## config.mk

```make
export PLATFORM = sky130hd
export DESIGN_NAME = reservation_station
export DESIGN_NICKNAME = d
export VERILOG_FILES = /design/src/rtl/reservation_station.sv
export SDC_FILE = /design/constraint.sdc
export NUM_CORES = 1
export LEC_CHECK = 0
export ABC_AREA = 1
export BUFFER_PORTS_ARGS = -buffer_cell sky130_fd_sc_hd__buf_4
export CORE_MARGIN = 5
export CORE_UTILIZATION = 25
export DETAILED_ROUTE_END_ITERATION = 10
export PLACE_DENSITY = 0.55
export SETUP_SLACK_MARGIN = 0.02
export SLEW_MARGIN = 5
export SYNTH_ARGS = -nofsm -noshare
export SYNTH_HDL_FRONTEND = slang
export SYNTH_SLANG_ARGS = --single-unit
export TNS_END_PERCENT = 1
```

## constraint.sdc

```tcl
create_clock -name clk -period 1.76 [get_ports clk]
set_input_delay 0.352 -clock clk [delete_from_list [all_inputs] [get_ports clk]]
set_output_delay 0.352 -clock clk [all_outputs]
set_load 0.01 [all_outputs]
```

## src/rtl/reservation_station.sv

```systemverilog
`default_nettype none
// ============================================================================
//  Module      : reservation_station
//  Description : Single-entry reservation station. It accepts one dispatched
//                instruction, snoops the CDB for pending operand tags, and
//                issues to its functional unit with a valid/ready handshake.
//  Revision    : 1.0 - initial release
// ============================================================================
module reservation_station #(
  parameter int XLEN          = 32,
  parameter int ROB_TAG_WIDTH = 6,
  parameter int CTRL_WIDTH    = 10
) (
  input  logic                     clk,
  input  logic                     reset_n,
  input  logic                     route,
  input  logic [CTRL_WIDTH-1:0]    ctrl_in,
  input  logic [ROB_TAG_WIDTH-1:0] dest_tag_in,
  input  logic                     q1_valid,
  input  logic [ROB_TAG_WIDTH-1:0] q1,
  input  logic [XLEN-1:0]          v1,
  input  logic                     q2_valid,
  input  logic [ROB_TAG_WIDTH-1:0] q2,
  input  logic [XLEN-1:0]          v2,
  input  logic                     cdb_valid,
  input  logic [ROB_TAG_WIDTH-1:0] cdb_tag,
  input  logic [XLEN-1:0]          cdb_data,
  input  logic                     flush,
  input  logic                     fu_ready,
  output logic                     busy,
  output logic                     fu_valid,
  output logic [CTRL_WIDTH-1:0]    fu_ctrl,
  output logic [XLEN-1:0]          fu_op1,
  output logic [XLEN-1:0]          fu_op2,
  output logic [ROB_TAG_WIDTH-1:0] fu_dest_tag
);

  typedef enum logic [1:0] {
    EMPTY = 2'd0,
    WAIT  = 2'd1,
    READY = 2'd2
  } state_t;

  state_t                   state_q, state_d;
  logic [CTRL_WIDTH-1:0]    ctrl_q, ctrl_d;
  logic [ROB_TAG_WIDTH-1:0] dest_q, dest_d;
  logic [ROB_TAG_WIDTH-1:0] q1_q, q1_d, q2_q, q2_d;
  logic                     p1_q, p1_d, p2_q, p2_d;
  logic [XLEN-1:0]          v1_q, v1_d, v2_q, v2_d;

  // Next-state logic: dispatch capture, CDB wakeup, issue handshake, flush.
  always_comb begin
    state_d = state_q;
    ctrl_d  = ctrl_q;
    dest_d  = dest_q;
    q1_d    = q1_q;
    q2_d    = q2_q;
    p1_d    = p1_q;
    p2_d    = p2_q;
    v1_d    = v1_q;
    v2_d    = v2_q;
    if (flush) begin
      // Flush wins over everything; the entry is simply abandoned.
      state_d = EMPTY;
    end else begin
      case (state_q)
        EMPTY: begin
          if (route) begin
            ctrl_d = ctrl_in;
            dest_d = dest_tag_in;
            q1_d   = q1;
            q2_d   = q2;
            p1_d   = q1_valid;
            p2_d   = q2_valid;
            v1_d   = v1;
            v2_d   = v2;
            // A broadcast in the dispatch cycle would otherwise be missed.
            if (q1_valid && cdb_valid && (cdb_tag == q1)) begin
              v1_d = cdb_data;
              p1_d = 1'b0;
            end
            if (q2_valid && cdb_valid && (cdb_tag == q2)) begin
              v2_d = cdb_data;
              p2_d = 1'b0;
            end
            state_d = (p1_d || p2_d) ? WAIT : READY;
          end
        end
        WAIT: begin
          if (p1_q && cdb_valid && (cdb_tag == q1_q)) begin
            v1_d = cdb_data;
            p1_d = 1'b0;
          end
          if (p2_q && cdb_valid && (cdb_tag == q2_q)) begin
            v2_d = cdb_data;
            p2_d = 1'b0;
          end
          state_d = (p1_d || p2_d) ? WAIT : READY;
        end
        READY: begin
          // Tags are no longer compared here; only the handshake matters.
          if (fu_ready) state_d = EMPTY;
        end
        default: state_d = EMPTY;
      endcase
    end
  end

  // State and payload registers, cleared asynchronously.
  always_ff @(posedge clk or negedge reset_n) begin
    if (!reset_n) begin
      state_q <= EMPTY;
      ctrl_q  <= '0;
      dest_q  <= '0;
      q1_q    <= '0;
      q2_q    <= '0;
      p1_q    <= 1'b0;
      p2_q    <= 1'b0;
      v1_q    <= '0;
      v2_q    <= '0;
    end else begin
      state_q <= state_d;
      ctrl_q  <= ctrl_d;
      dest_q  <= dest_d;
      q1_q    <= q1_d;
      q2_q    <= q2_d;
      p1_q    <= p1_d;
      p2_q    <= p2_d;
      v1_q    <= v1_d;
      v2_q    <= v2_d;
    end
  end

  // Outputs come straight from registers or a decode of the state.
  always_comb begin
    busy        = (state_q != EMPTY);
    fu_valid    = (state_q == READY);
    fu_ctrl     = ctrl_q;
    fu_op1      = v1_q;
    fu_op2      = v2_q;
    fu_dest_tag = dest_q;
  end

endmodule
`default_nettype wire
```

* Word-level counts from Yosys, hierarchy flattened *
Cells that the tools add are included.

cells by class
  reductions and logical operators = 18
  equality and inequality tests = 11
  bitwise logic cells = 1
  multiplexer cells = 32

operators with widths
  cell                  number
  $mux W32              6
  $pmux W32 S2          2
  $eq A6 B6 Y1          4
  $mux W1               16
  $mux W2               5
  $logic_and A1 B1 Y1   8
  $reduce_and A4 Y1     2
  $ne A2 B2 Y1 const B  3
  $ne A3 B3 Y1 const B  2
  $pmux W2 S3           1
  $reduce_and A3 Y1     2
  $pmux W1 S2           2
  $reduce_bool A2 Y1    2
  $eq A2 B1 Y1 const B  1
  $eq A2 B2 Y1 const B  1
  $logic_not A2 Y1      1
  $logic_or A1 B1 Y1    2
  $reduce_and A2 Y1     1
  $not A1 Y1            1

word-level totals
  register bits = 96
  word-level logic and storage cells = 71
  output and inout bits = 82
  input port bits = 138

* Depth between registers and ports, before layout *
  word-level depth = 11
  mapped depth = 12

* Least setup slack after synthesis *
Ideal clock, no wire load.

  path type = register to register
  start = register state_q[0]
  end = register p2_q
  arrival = 1.412 ns
  buffers on the path = 1
  period minus slack after synthesis = 1.539 ns
  slack = 0.221 ns
  stages on the path, launching flop included = 9
  library setup time = 0.126 ns
  cell sequence = dfrtp_1 -> nor2_1 -> inv_2 -> or2_4 -> nand3_4 -> inv_2 -> nand2_2 -> buf_4 -> o22ai_1

on the way
  word-level cells in the longest chain between the ends = 3
  elaborated cells between the ends (all ways) = 6
  classes of those cells = eq/ne (2); mux (1); reduce/logical (3)

ends and longest elaborated chain
  item                                                          RTL line  source
  start, declared                                               44        state_t state_q, state_d;
  start signal, assigned                                        122       state_q <= state_d;
  $eq A2 B1 Y1 or $logic_not A2 Y1 (tied branches)              66        case (state_q)
  $reduce_bool A2 Y1 (no line) or $ne A2 B2 Y1 (tied branches)  --
  $reduce_and A3 Y1 (no line)                                   --
  end signal, assigned                                          128       p2_q <= p2_d;
  end, declared                                                 48        logic p1_q, p1_d, p2_q, p2_d;

Parallel ways exist; a longest one is shown, timed or not.
A chain may end at the register's enable or synchronous reset.

* Worst setup path after layout *
  start = register state_q[0]
  end = register v1_q[31] (netlist: fu_op1[31])

on the way
  word-level cells in the longest chain between the ends = 3
  elaborated cells between the ends (all ways) = 7
  classes of those cells = eq/ne (3); mux (1); reduce/logical (3)

ends and longest elaborated chain
  item                                                          RTL line  source
  $eq A2 B1 Y1 or $logic_not A2 Y1 (tied branches)              66
  $ne A2 B2 Y1 (no line) or $reduce_bool A2 Y1 (tied branches)  --
  $reduce_and A4 Y1 (no line)                                   --
  end signal, assigned                                          129       v1_q <= v1_d;
  end, declared                                                 49        logic [XLEN-1:0] v1_q, v1_d, v2_q, v2_d;

Parallel ways exist; a longest one is shown, timed or not.

==> results by group <==
Layout
  – Fillers: 2,192
  – Share of cells above drive strength 1: 33.2%
  – Final Non-Filler Cells: 1,198
  – Inserted Diodes: 0
  – Fin nets: 1,061
  – Final instance area: 0.00766 sq mm
  – Area Overhead vs Synth: 47.3%
  – Util after Layout: 37.6%

Routing
  – Residual DRC count: 0
  – DRT iter0 DRCs: 235
  – Drt wl/cell: 15.7 um
  – Pre-antenna DRT Iters: 5
  – Vias per cell: 4.32
  – Routed wire length: 18,800 um
  – Post-DRT Antenna Nets: 0
  – Via count: 5,173

Critical path
  – CP Class: reg2reg
  – Critical path peak fanout: 16
  – CP max stage delay: 440 ps
  – Worst-path cell chain: nor2_2, inv_2, or2_4, nand3_4, a21oi_4, buf_12, clkbuf_16, nand3_1, o21ai_0
  – Slowest CP cell: dfrtp_1
  – CP Launch Type: register
  – Worst path required time: 2000 ps
  – Reg2Reg Depth: 9
  – Signal arrival time at the worst endpoint: 1890 ps
  – CP Capture Type: register

Floorplan
  – Site Rows: 52
  – Starting Density: 25.5%
  – Core Region: 0.0204 sq mm
  – Die width: 154 um
  – Die area: 0.0238 sq mm
  – IO Pins: 220
  – Height of the die: 154 um

Yosys
  – Seq/Total Area, Yosys: 46.2%
  – Most frequent cell after synthesis: nand2_1
  – Yosys warns: 0
  – Post-synthesis net count: 843
  – Mapped Area: 0.00520 sq mm
  – Top post-synthesis cells by count: 243 x nand2_1, 96 x dfrtp_1, 91 x inv_1
  – Syn avg cell area: 7.38 sq um
  – Ys async rst share: 100%
  – #FFs+latches synth: 96
  – Ys flop type: dfrtp_1
  – Synth area leader: dfrtp_1
  – Synth top area cells: dfrtp_1 46%, nand2_1 18%, nand3_1 8.7%
  – Mapped Cells: 705
  – Synth cell types: 27
  – Synth top area share: 46.2%
  – Post-synth EDFFs: 0

Placed design
  – Placement-stage worst setup slack: -26.1 ps
  – Placed cell area: 0.00726 sq mm
  – PortBufs: 219
  – Gp weighted congestion: 0.831
  – Placed cell count: 1,178
  – Post-DP HPWL: 13,500 um

Power
  – Worst VDD drop: 0.492 mV
  – Leakage power: 4.11 nW
  – Overall Power: 9.74 mW
  – Pwr dens: 1270 mW/mm^2

Clock network
  – CTS tree: built
  – TritonCTS buffer count: 9
  – Clock sinks: 96
  – Worst-Skew Late Latency: 350 ps
  – CTS Buffer Depth: 2
  – Worst-path clk slew: 80 ps
  – H-tree lvl count: 3
  – Root Driver: clkbuf_16

Timing
  – Tmin final: 1650 ps
  – Setup-violating endpoint count in the final report: 0
  – FMAX: 0.605 GHz
  – Final Cycle Share: 93.9%
  – Slew margin rel.: 78.9%
  – Hold_ws: 230 ps
  – Slack of the critical path: 107 ps
  – RSZ-0062 raised after global routing: no
  – Slew @ Worst Pin: 317 ps
  – Final Hold Fails: 0
  – Layout Skew: 11.3 ps
  – Slew Limit Fails: 0
  – Setup TNS: 0 ps

Global route
  – Largest net degree at the start of global routing: 65
  – First-pass GRT wire length: 28,500 um
  – Initial antenna violation count: 0
  – GRT overflow: 0
  – Gr usage total: 15.1%
  – Vias in the first global route: 5,251

Hold path
  – Hold Path Class: in2reg
  – Hold Path Cell Cnt: 3

Run status
  – Status: finished clean

Flow run
  – Max-Cap Viols: 0
## routing by layer
layer | global-route usage (%) | vias to the layer above | routed length, um
met5 | 0 | - | 0
met4 | 4.04 | 0 | 201
met1 | 20.2 | 2351 | 8350
li1 | - | 2616 | -
met2 | 23.3 | 194 | 8420
met3 | 5.22 | 12 | 1810
## worst paths after layout
path	start	to	slack, ps
setup / recovery	state_q[0]	fu_op1[31]	110
hold / removal	ctrl_in[2]	fu_ctrl[2]	230
setup reg to reg	state_q[0]	fu_op1[31]	110
hold reg to reg	fu_dest_tag[2]	fu_dest_tag[2]	470
max in group asynchronous	reset_n	fu_op1[9]	870
min in group asynchronous	reset_n	q2_q[1]	380
## sequential cells by signal (all words and copies together), names as in the netlist
| register | count |
|---|---|
| q1_q | 6 |
| state_q | 2 |
| fu_dest_tag | 6 |
| fu_ctrl | 10 |
| q2_q | 6 |
| fu_op2 | 32 |
| p1_q | 1 |
| p2_q | 1 |
| fu_op1 | 32 |
## cell usage in the layout, fill, tap and decap left out, types with 2 or more instances in the layout
cell type  netlist  layout
xnor2_1          2       2
clkbuf_16        0      10
bufinv_16        0       2
nand2_2          2       2
o21ai_1          4       4
nor2_2           1       2
nor2_1          13      12
clkinv_2         0       2
nand2_1        243     243
buf_4           11     227
or2_2           32      32
a21oi_1          3       3
o21ai_0         43      42
xor2_1           2       2
inv_1           91      91
nand3b_1        32      32
inv_2            9       9
dfrtp_1         96      96
nand3_1         90      89
buf_12           0      11
## critical path, delay by kind of cell (launching register included)
family / cells / cell delay (ps)
AOI/OAI and AO/OA: 2 / 140
and+or+nand+nor: 4 / 600
buffers and inverters: 3 / 350
DFF: 1 / 440
## timing repair
item	in CTS	in global routing
hold buffers	1	0
setup endpoints to repair	0	19
buffers inserted	0	1
resized for setup	0	4
endpoints found under the hold margin	7	0
## kinds of logic (layout without fill, tap and decap cells)
group / count (synthesis) / after routing / share of synthesized area (%)
compound gates: 55 / 55 / 5.70
xor+xnor: 4 / 4 / 0.674
buf+inv: 134 / 357 / 10.7
flops: 96 / 96 / 46.2
simple gates: 416 / 416 / 36.7
## power by group
| group | switching (mW) | internal (mW) | leakage, nW |
|---|---|---|---|
| registers | 0.542 | 3.07 | 1.18 |
| logic | 2.04 | 1.93 | 2.77 |
| clock network | 0.905 | 1.25 | 0.156 |
| total | 3.49 | 6.25 | 4.11 |
## area by class of cell
| class | instances | area [sq um] | share of cell area (%) |
|---|---|---|---|
| flip-flops and latches | 96 | 2400 | 31.4 |
| multi-input cells | 475 | 2250 | 29.4 |
| repair buffers | 241 | 1970 | 25.7 |
| inverters | 100 | 375 | 4.90 |
| well taps | 270 | 338 | 4.41 |
| clock buffers | 9 | 225 | 2.94 |
| clock inverters | 7 | 95.1 | 1.24 |
Note: power is estimated with default switching activity, not from simulation.
